`config.mk`:
```
export PLATFORM = sky130hd
export DESIGN_NAME = binary_target_locator
export DESIGN_NICKNAME = d
export VERILOG_FILES = /design/src/rtl/binary_target_locator.sv
export SDC_FILE = /design/constraint.sdc
export NUM_CORES = 1
export LEC_CHECK = 0
export CAP_MARGIN = 5
export CORE_MARGIN = 2
export CORE_UTILIZATION = 36
export CTS_CLUSTER_SIZE = 14
export DETAILED_ROUTE_END_ITERATION = 7
export GPL_TIMING_DRIVEN = 1
export SETUP_SLACK_MARGIN = 0.5
export SKIP_LAST_GASP = 1
export SYNTH_ARGS = -nofsm -noshare
export SYNTH_HDL_FRONTEND = slang
export SYNTH_SLANG_ARGS = --single-unit
```
`constraint.sdc`:
```
create_clock -name clk -period 2.6 [get_ports clk]
set_clock_uncertainty 0.15 [all_clocks]
set_input_delay 0.52 -clock clk [delete_from_list [all_inputs] [get_ports clk]]
set_output_delay 0.52 -clock clk [all_outputs]
set_load 0.005 [all_outputs]
```
`src/rtl/binary_target_locator.sv`:
```
// Per-frame foreground measurement on a 1-bit pixel stream: bounding box, pixel count
// and box centre, latched at vsync fall and held until the next frame completes.
module binary_target_locator #(
  parameter logic [9:0]  IMG_HDISP  = 10'd320,
  parameter logic [9:0]  IMG_VDISP  = 10'd240,
  parameter logic [19:0] MIN_PIXELS = 20'd16
) (
  input  logic        clk,
  input  logic        rst_n,
  input  logic        per_frame_vsync,
  input  logic        per_frame_href,
  input  logic        per_frame_clken,
  input  logic        per_img_Bit,
  output logic        frame_done,
  output logic        target_valid,
  output logic [9:0]  x_min,
  output logic [9:0]  x_max,
  output logic [9:0]  y_min,
  output logic [9:0]  y_max,
  output logic [9:0]  x_center,
  output logic [9:0]  y_center,
  output logic [19:0] pixel_count
);

  typedef enum logic {S_IDLE, S_ACCUM} state_t;

  state_t      r_state;
  state_t      w_next;
  logic        r_vsync_d;
  logic        r_href_d;
  logic        r_armed;
  logic [9:0]  r_x_cnt;
  logic [9:0]  r_y_cnt;
  logic [9:0]  r_xmin;
  logic [9:0]  r_xmax;
  logic [9:0]  r_ymin;
  logic [9:0]  r_ymax;
  logic [19:0] r_count;

  logic        w_vsync_rise;
  logic        w_vsync_fall;
  logic        w_href_fall;
  logic        w_strobe;
  logic        w_in_window;
  logic        w_start;
  logic        w_latch;
  logic [10:0] w_x_sum;
  logic [10:0] w_y_sum;

  // r_armed blocks a rise right after reset while vsync is still high, so a frame
  // interrupted by reset can never be measured or reported.
  assign w_vsync_rise = per_frame_vsync & ~r_vsync_d & r_armed;
  assign w_vsync_fall = ~per_frame_vsync & r_vsync_d;
  assign w_href_fall  = ~per_frame_href & r_href_d;
  assign w_strobe     = per_frame_vsync & per_frame_href & per_frame_clken;
  assign w_in_window  = (r_x_cnt < IMG_HDISP) && (r_y_cnt < IMG_VDISP);
  assign w_x_sum      = {1'b0, r_xmin} + {1'b0, r_xmax};
  assign w_y_sum      = {1'b0, r_ymin} + {1'b0, r_ymax};

  always_ff @(posedge clk or negedge rst_n) begin
    if (!rst_n) begin
      r_state   <= S_IDLE;
      r_vsync_d <= 1'b0;
      r_href_d  <= 1'b0;
      r_armed   <= 1'b0;
    end else begin
      r_state   <= w_next;
      r_vsync_d <= per_frame_vsync;
      r_href_d  <= per_frame_href;
      if (!per_frame_vsync) r_armed <= 1'b1;
    end
  end

  always_comb begin
    w_next  = r_state;
    w_start = 1'b0;
    w_latch = 1'b0;
    case (r_state)
      S_IDLE: begin
        if (w_vsync_rise) begin
          w_next  = S_ACCUM;
          w_start = 1'b1;
        end
      end
      S_ACCUM: begin
        if (w_vsync_fall) begin
          w_next  = S_IDLE;
          w_latch = 1'b1;
        end
      end
      default: w_next = S_IDLE;
    endcase
  end

  always_ff @(posedge clk or negedge rst_n) begin
    if (!rst_n) begin
      r_x_cnt <= '0;
      r_y_cnt <= '0;
      r_xmin  <= '0;
      r_xmax  <= '0;
      r_ymin  <= '0;
      r_ymax  <= '0;
      r_count <= '0;
    end else if (w_start) begin
      r_x_cnt <= '0;
      r_y_cnt <= '0;
      r_xmin  <= 10'h3FF;
      r_xmax  <= '0;
      r_ymin  <= 10'h3FF;
      r_ymax  <= '0;
      r_count <= '0;
    end else if (r_state == S_ACCUM && !w_vsync_fall) begin
      if (w_strobe) begin
        if (r_x_cnt != 10'h3FF) r_x_cnt <= r_x_cnt + 10'd1;
        if (w_in_window && per_img_Bit) begin
          if (r_count != 20'hFFFFF) r_count <= r_count + 20'd1;
          if (r_x_cnt < r_xmin) r_xmin <= r_x_cnt;
          if (r_x_cnt > r_xmax) r_xmax <= r_x_cnt;
          if (r_y_cnt < r_ymin) r_ymin <= r_y_cnt;
          if (r_y_cnt > r_ymax) r_ymax <= r_y_cnt;
        end
      end else if (w_href_fall) begin
        r_x_cnt <= '0;
        if (r_y_cnt != 10'h3FF) r_y_cnt <= r_y_cnt + 10'd1;
      end
    end
  end

  // Results are only published here; accumulators never reach the outputs directly.
  always_ff @(posedge clk or negedge rst_n) begin
    if (!rst_n) begin
      frame_done   <= 1'b0;
      target_valid <= 1'b0;
      x_min        <= '0;
      x_max        <= '0;
      y_min        <= '0;
      y_max        <= '0;
      x_center     <= '0;
      y_center     <= '0;
      pixel_count  <= '0;
    end else begin
      frame_done <= w_latch;
      if (w_latch) begin
        pixel_count <= r_count;
        if (r_count >= MIN_PIXELS) begin
          target_valid <= 1'b1;
          x_min        <= r_xmin;
          x_max        <= r_xmax;
          y_min        <= r_ymin;
          y_max        <= r_ymax;
          x_center     <= w_x_sum[10:1];
          y_center     <= w_y_sum[10:1];
        end else begin
          target_valid <= 1'b0;
          x_min        <= '0;
          x_max        <= '0;
          y_min        <= '0;
          y_max        <= '0;
          x_center     <= '0;
          y_center     <= '0;
        end
      end
    end
  end

endmodule
```
==> results.py <==
metrics = {
    "detailed_routing": {
        "drt-pass1-iter-count": 5,
        "detail-route-antenna-nets": 0,
        "route.detailed.vias_per_inst": 5.163,
        "wl_um": 24400,
        "routed-via-count": 7404,
        "dr.first_iter.drc_count": 437,
        "drcViolationCount": 0,
        "wl_per_cell_um": 17.01,
    },
    "synth": {
        "post_synth_main_area_contributors": "sky130_fd_sc_hd__dfrtp_1, sky130_fd_sc_hd__ha_1, sky130_fd_sc_hd__nand2_1",
        "synth.distinct_cells": 62,
        "synthesis.area_per_instance_um2": 9.734,
        "synth_enable_flop_cells": 0,
        "postSynthNetCount": 959,
        "async_flop_share_pct": 100.0,
        "synthesized_area_um2": 8673,
        "ys_dominant_reg_cell": "sky130_fd_sc_hd__dfrtp_1",
        "synth_largest_type_area_fraction_pct": 47.89,
        "yosys_register_bits": 166,
        "synth_warnings": 0,
        "seq_area_frac_synth_pct": 47.89,
        "synth.largest_area_cell": "sky130_fd_sc_hd__dfrtp_1",
        "synthCells": 891,
    },
    "global_route": {
        "grt_pass1_wl_um": 39140,
        "number_of_global_route_vias_before_repair": 7465,
        "grt_util_all_layers_pct": 19.19,
        "globalRoute.totalOverflow": 0,
        "number_of_antenna_violations_at_the_first_check_in_global_routing": 1,
        "grt_start_max_net_pins": 51,
    },
    "critical_path": {
        "crit_type": "register to register",
        "reg_to_reg_slack_setup_ns": 0.27,
        "crit_arrival_ns": 2.50,
        "cell_family_with_the_largest_share_of_critical_path_delay": "simple AND/OR/NAND/NOR gates",
        "timing.critical_path.slowest_stage_cell": "sky130_fd_sc_hd__or4_4",
        "critPathCapture": "r_ymin[2]$_DFFE_PN0P_",
        "cp_startpoint": "r_y_cnt[5]$_DFFE_PN0P_",
        "r2r-end": "r_ymin[2]$_DFFE_PN0P_",
        "start_kind": "register",
        "worst-path-max-fanout": 5,
        "critical_path_depth": 7,
        "crit_path_cell_trace": "ha_1 > a21oi_1 > o21ai_1 > nor2b_1 > or4_4 > buf_6 > o22a_1",
        "worst_r2r_startpoint": "r_y_cnt[5]$_DFFE_PN0P_",
        "timing.critical_path.required_ns": 2.76,
        "delay_of_the_slowest_cell_on_the_worst_path_ns": 0.51,
        "setup.worst_path.end_class": "register",
        "r2r_cells": 7,
        "worstPathBufferInverterCount": 1,
    },
    "timing": {
        "setup_violations": 0,
        "timing.final.ws_setup_ns": 0.2676,
        "finalHoldViolations": 0,
        "slew_headroom_pct": 67.72,
        "period_minus_slack_ns": 2.332,
        "finalCritPeriodShare_pct": 89.71,
        "timing.setup.tns_ns": 0,
        "rsz_0062_raised_after_global_routing": "yes",
        "worstMarginPinSlew_ns": 0.4813,
        "report.final.slew_viol_count": 0,
        "fmax_ghz": 0.4287,
    },
    "clock_tree": {
        "cts_root_buffer": "sky130_fd_sc_hd__clkbuf_16",
        "tritoncts.num_buffers": 17,
        "clock_tree_from_tritoncts": "built",
        "clk_latency_ns": 0.43,
        "max-clock-path-buffers": 2,
        "cts.clk_slew.worst_paths_ns": 0.07,
        "cts-htree-levels": 4,
        "numClockSinks": 166,
    },
    "cells_and_area": {
        "area.sequential_um2": 4178,
        "drive_above_1_share_pct": 27.92,
        "synthToLayoutAreaGrowth_pct": 42.51,
        "multi_input_comb_area_um2": 4857,
        "nFillCells": 2146,
        "post_layout_nonfiller_instances": 1434,
        "design.final.nets": 1170,
    },
    "placed_design": {
        "gpl.final_weighted_congestion": 0.8761,
        "post-dp-hpwl_um": 16230,
        "dp_slack_ns": -0.1647,
        "dp.cells": 1323,
        "port_buffer_count": 87,
    },
    "floorplan": {
        "die_height_um": 159.2,
        "core_area_um2": 23540,
        "dieArea_um2": 25350,
        "die_x_um": 159.2,
        "initial_utilization_pct": 36.84,
        "top_level_ports": 88,
        "placement_rows": 56,
    },
    "pwr": {
        "power_report.internal_total_mw": 5.051,
        "vdd_ir_drop_max_v": 0.0004096,
        "pwr-share-comb_pct": 24.6,
        "power_frac_clock_pct": 34.6,
        "share_seq_of_total_power_pct": 40.7,
        "leakagePower_nw": 5.603,
        "power.share.switching_pct": 31.52,
        "netSwitchingPower_mw": 2.326,
        "cellPowerDensity_nw_per_um2": 596.8,
    },
    "run": {
        "max_cap_violations": 0,
    },
    "min_path": {
        "worstHoldPathType": "register to register",
        "hold_startpoint": "x_center[2]$_DFFE_PN0P_",
    },
    "status": {
        "run_status": "complete, no violations",
    },
}
[registers in the layout (all words and copies together), names as in the netlist, 10 cells and up]
register,flops
pixel_count,20
r_count,20
y_max,10
r_xmin,10
x_center,10
y_center,10
r_ymin,10
r_x_cnt,10
r_ymax,10
x_min,10
y_min,10
r_xmax,10
r_y_cnt,10
x_max,10
[synthesized netlist by cell type, drive strengths merged, types with 9 or more instances]
cell type    n
o22a        17
buf         12
nand2b      23
nor2        43
nand4       22
nand2      153
clkbuf      26
a22o        21
xor2        12
a21oi       30
dfrtp      166
nor3        11
and4         9
ha          60
and3        13
nand3       22
inv         49
mux2i       10
o31ai       11
o21ai       77
[how the worst min path moves through the flow]
stage | endpoint | cells past startpoint
final | x_center[2]$_DFFE_PN0P_ | 2
after global routing | x_center[2]$_DFFE_PN0P_ | 2
after CTS | x_max[2]$_DFFE_PN0P_ | 2
after detailed placement | pixel_count[13]$_DFFE_PN0P_ | 2
after global placement | x_max[7]$_DFFE_PN0P_ | 2
after floorplan | frame_done$_DFF_PN0_ | 0
[cell usage in the layout, fill, tap and decap left out, drive strengths merged, types with 9 or more instances in the layout]
cell / Yosys / routed
buf: 12 / 140
o21ai: 77 / 77
and3: 13 / 13
mux2i: 10 / 10
nand2b: 23 / 23
clkbuf: 26 / 18
o31ai: 11 / 11
nand3: 22 / 22
ha: 60 / 60
and4: 9 / 9
nand4: 22 / 22
inv: 49 / 53
clkdlybuf4s50: 0 / 84
a21oi: 30 / 30
nand2: 153 / 153
xor2: 12 / 12
a22o: 21 / 21
dfrtp: 166 / 166
nor2: 43 / 43
nor3: 11 / 11
o22a: 17 / 17
[power by group through the flow]
stage	registers (mW)	clock network, mW	logic (mW)
2_1_floorplan	2.97	0	0.910
3_3_place_gp	3.07	0	1.36
3_5_place_dp	3.07	0	1.38
4_1_cts	3.00	2.58	1.66
5_1_grt	3.02	2.71	2.03
6_report	3.00	2.55	1.82
[final cells by class]
cell class	instances	area share, %
multi-input cells	640	39.30
diodes	1	0.02024
well taps	319	3.229
flip-flops and latches	166	33.80
clock inverters	13	1.194
inverters	50	1.518
clock buffers	18	3.553
repair buffers	227	17.39
[stage by stage]
stage	hold WS (ns)	area, µm²	util (%)	total power, mW
CTS	0.3347	11850	50.31	7.233
detailed placement	0.3124	10430	44.29	4.446
global placement	0.3112	10430	44.29	4.425
finish	0.3248	12360	52.50	7.377
global route	0.3503	12360	52.50	7.758
floorplan	0.07441	8777	-	3.882
[metal layers]
layer  wire, µm  up-vias  GRT usage [%]
met5          0        -              0
met4        291        0          5.620
met3        854       19          3.803
met2      11770      142          31.32
met1      11480     3620          25.95
li1           -     3623              -
[what timing repair did]
item                                    in CTS  in global routing
gates cloned                                 8                  0
gates resized for setup                    103                 73
setup buffers                               45                 25
endpoints found under the setup margin      72                 87
hold buffers                                 1                  0
endpoints found under the hold margin       33                  0
pin swaps                                   41                 51
[worst register-to-register path, delay by kind of cell (launching register included)]
family / cells / cell delay (ns)
and+or+nand+nor: 2 / 0.68
AOI/OAI and AO/OA: 3 / 0.46
buffers and inverters: 1 / 0.15
DFF: 1 / 0.45
adders and majority gates: 1 / 0.32
[cell families after synthesis]
group | after synthesis | share of synthesized area, %
AOI/OAI and AO/OA | 211 | 16.84
xor gates and xnor gates | 20 | 2.020
adders and majority gates | 62 | 9.117
buffers and inverters | 88 | 4.126
DFF | 166 | 47.89
muxes | 10 | 1.154
and+or+nand+nor | 334 | 18.85
No activity file was read; power rests on OpenSTA's default activity.
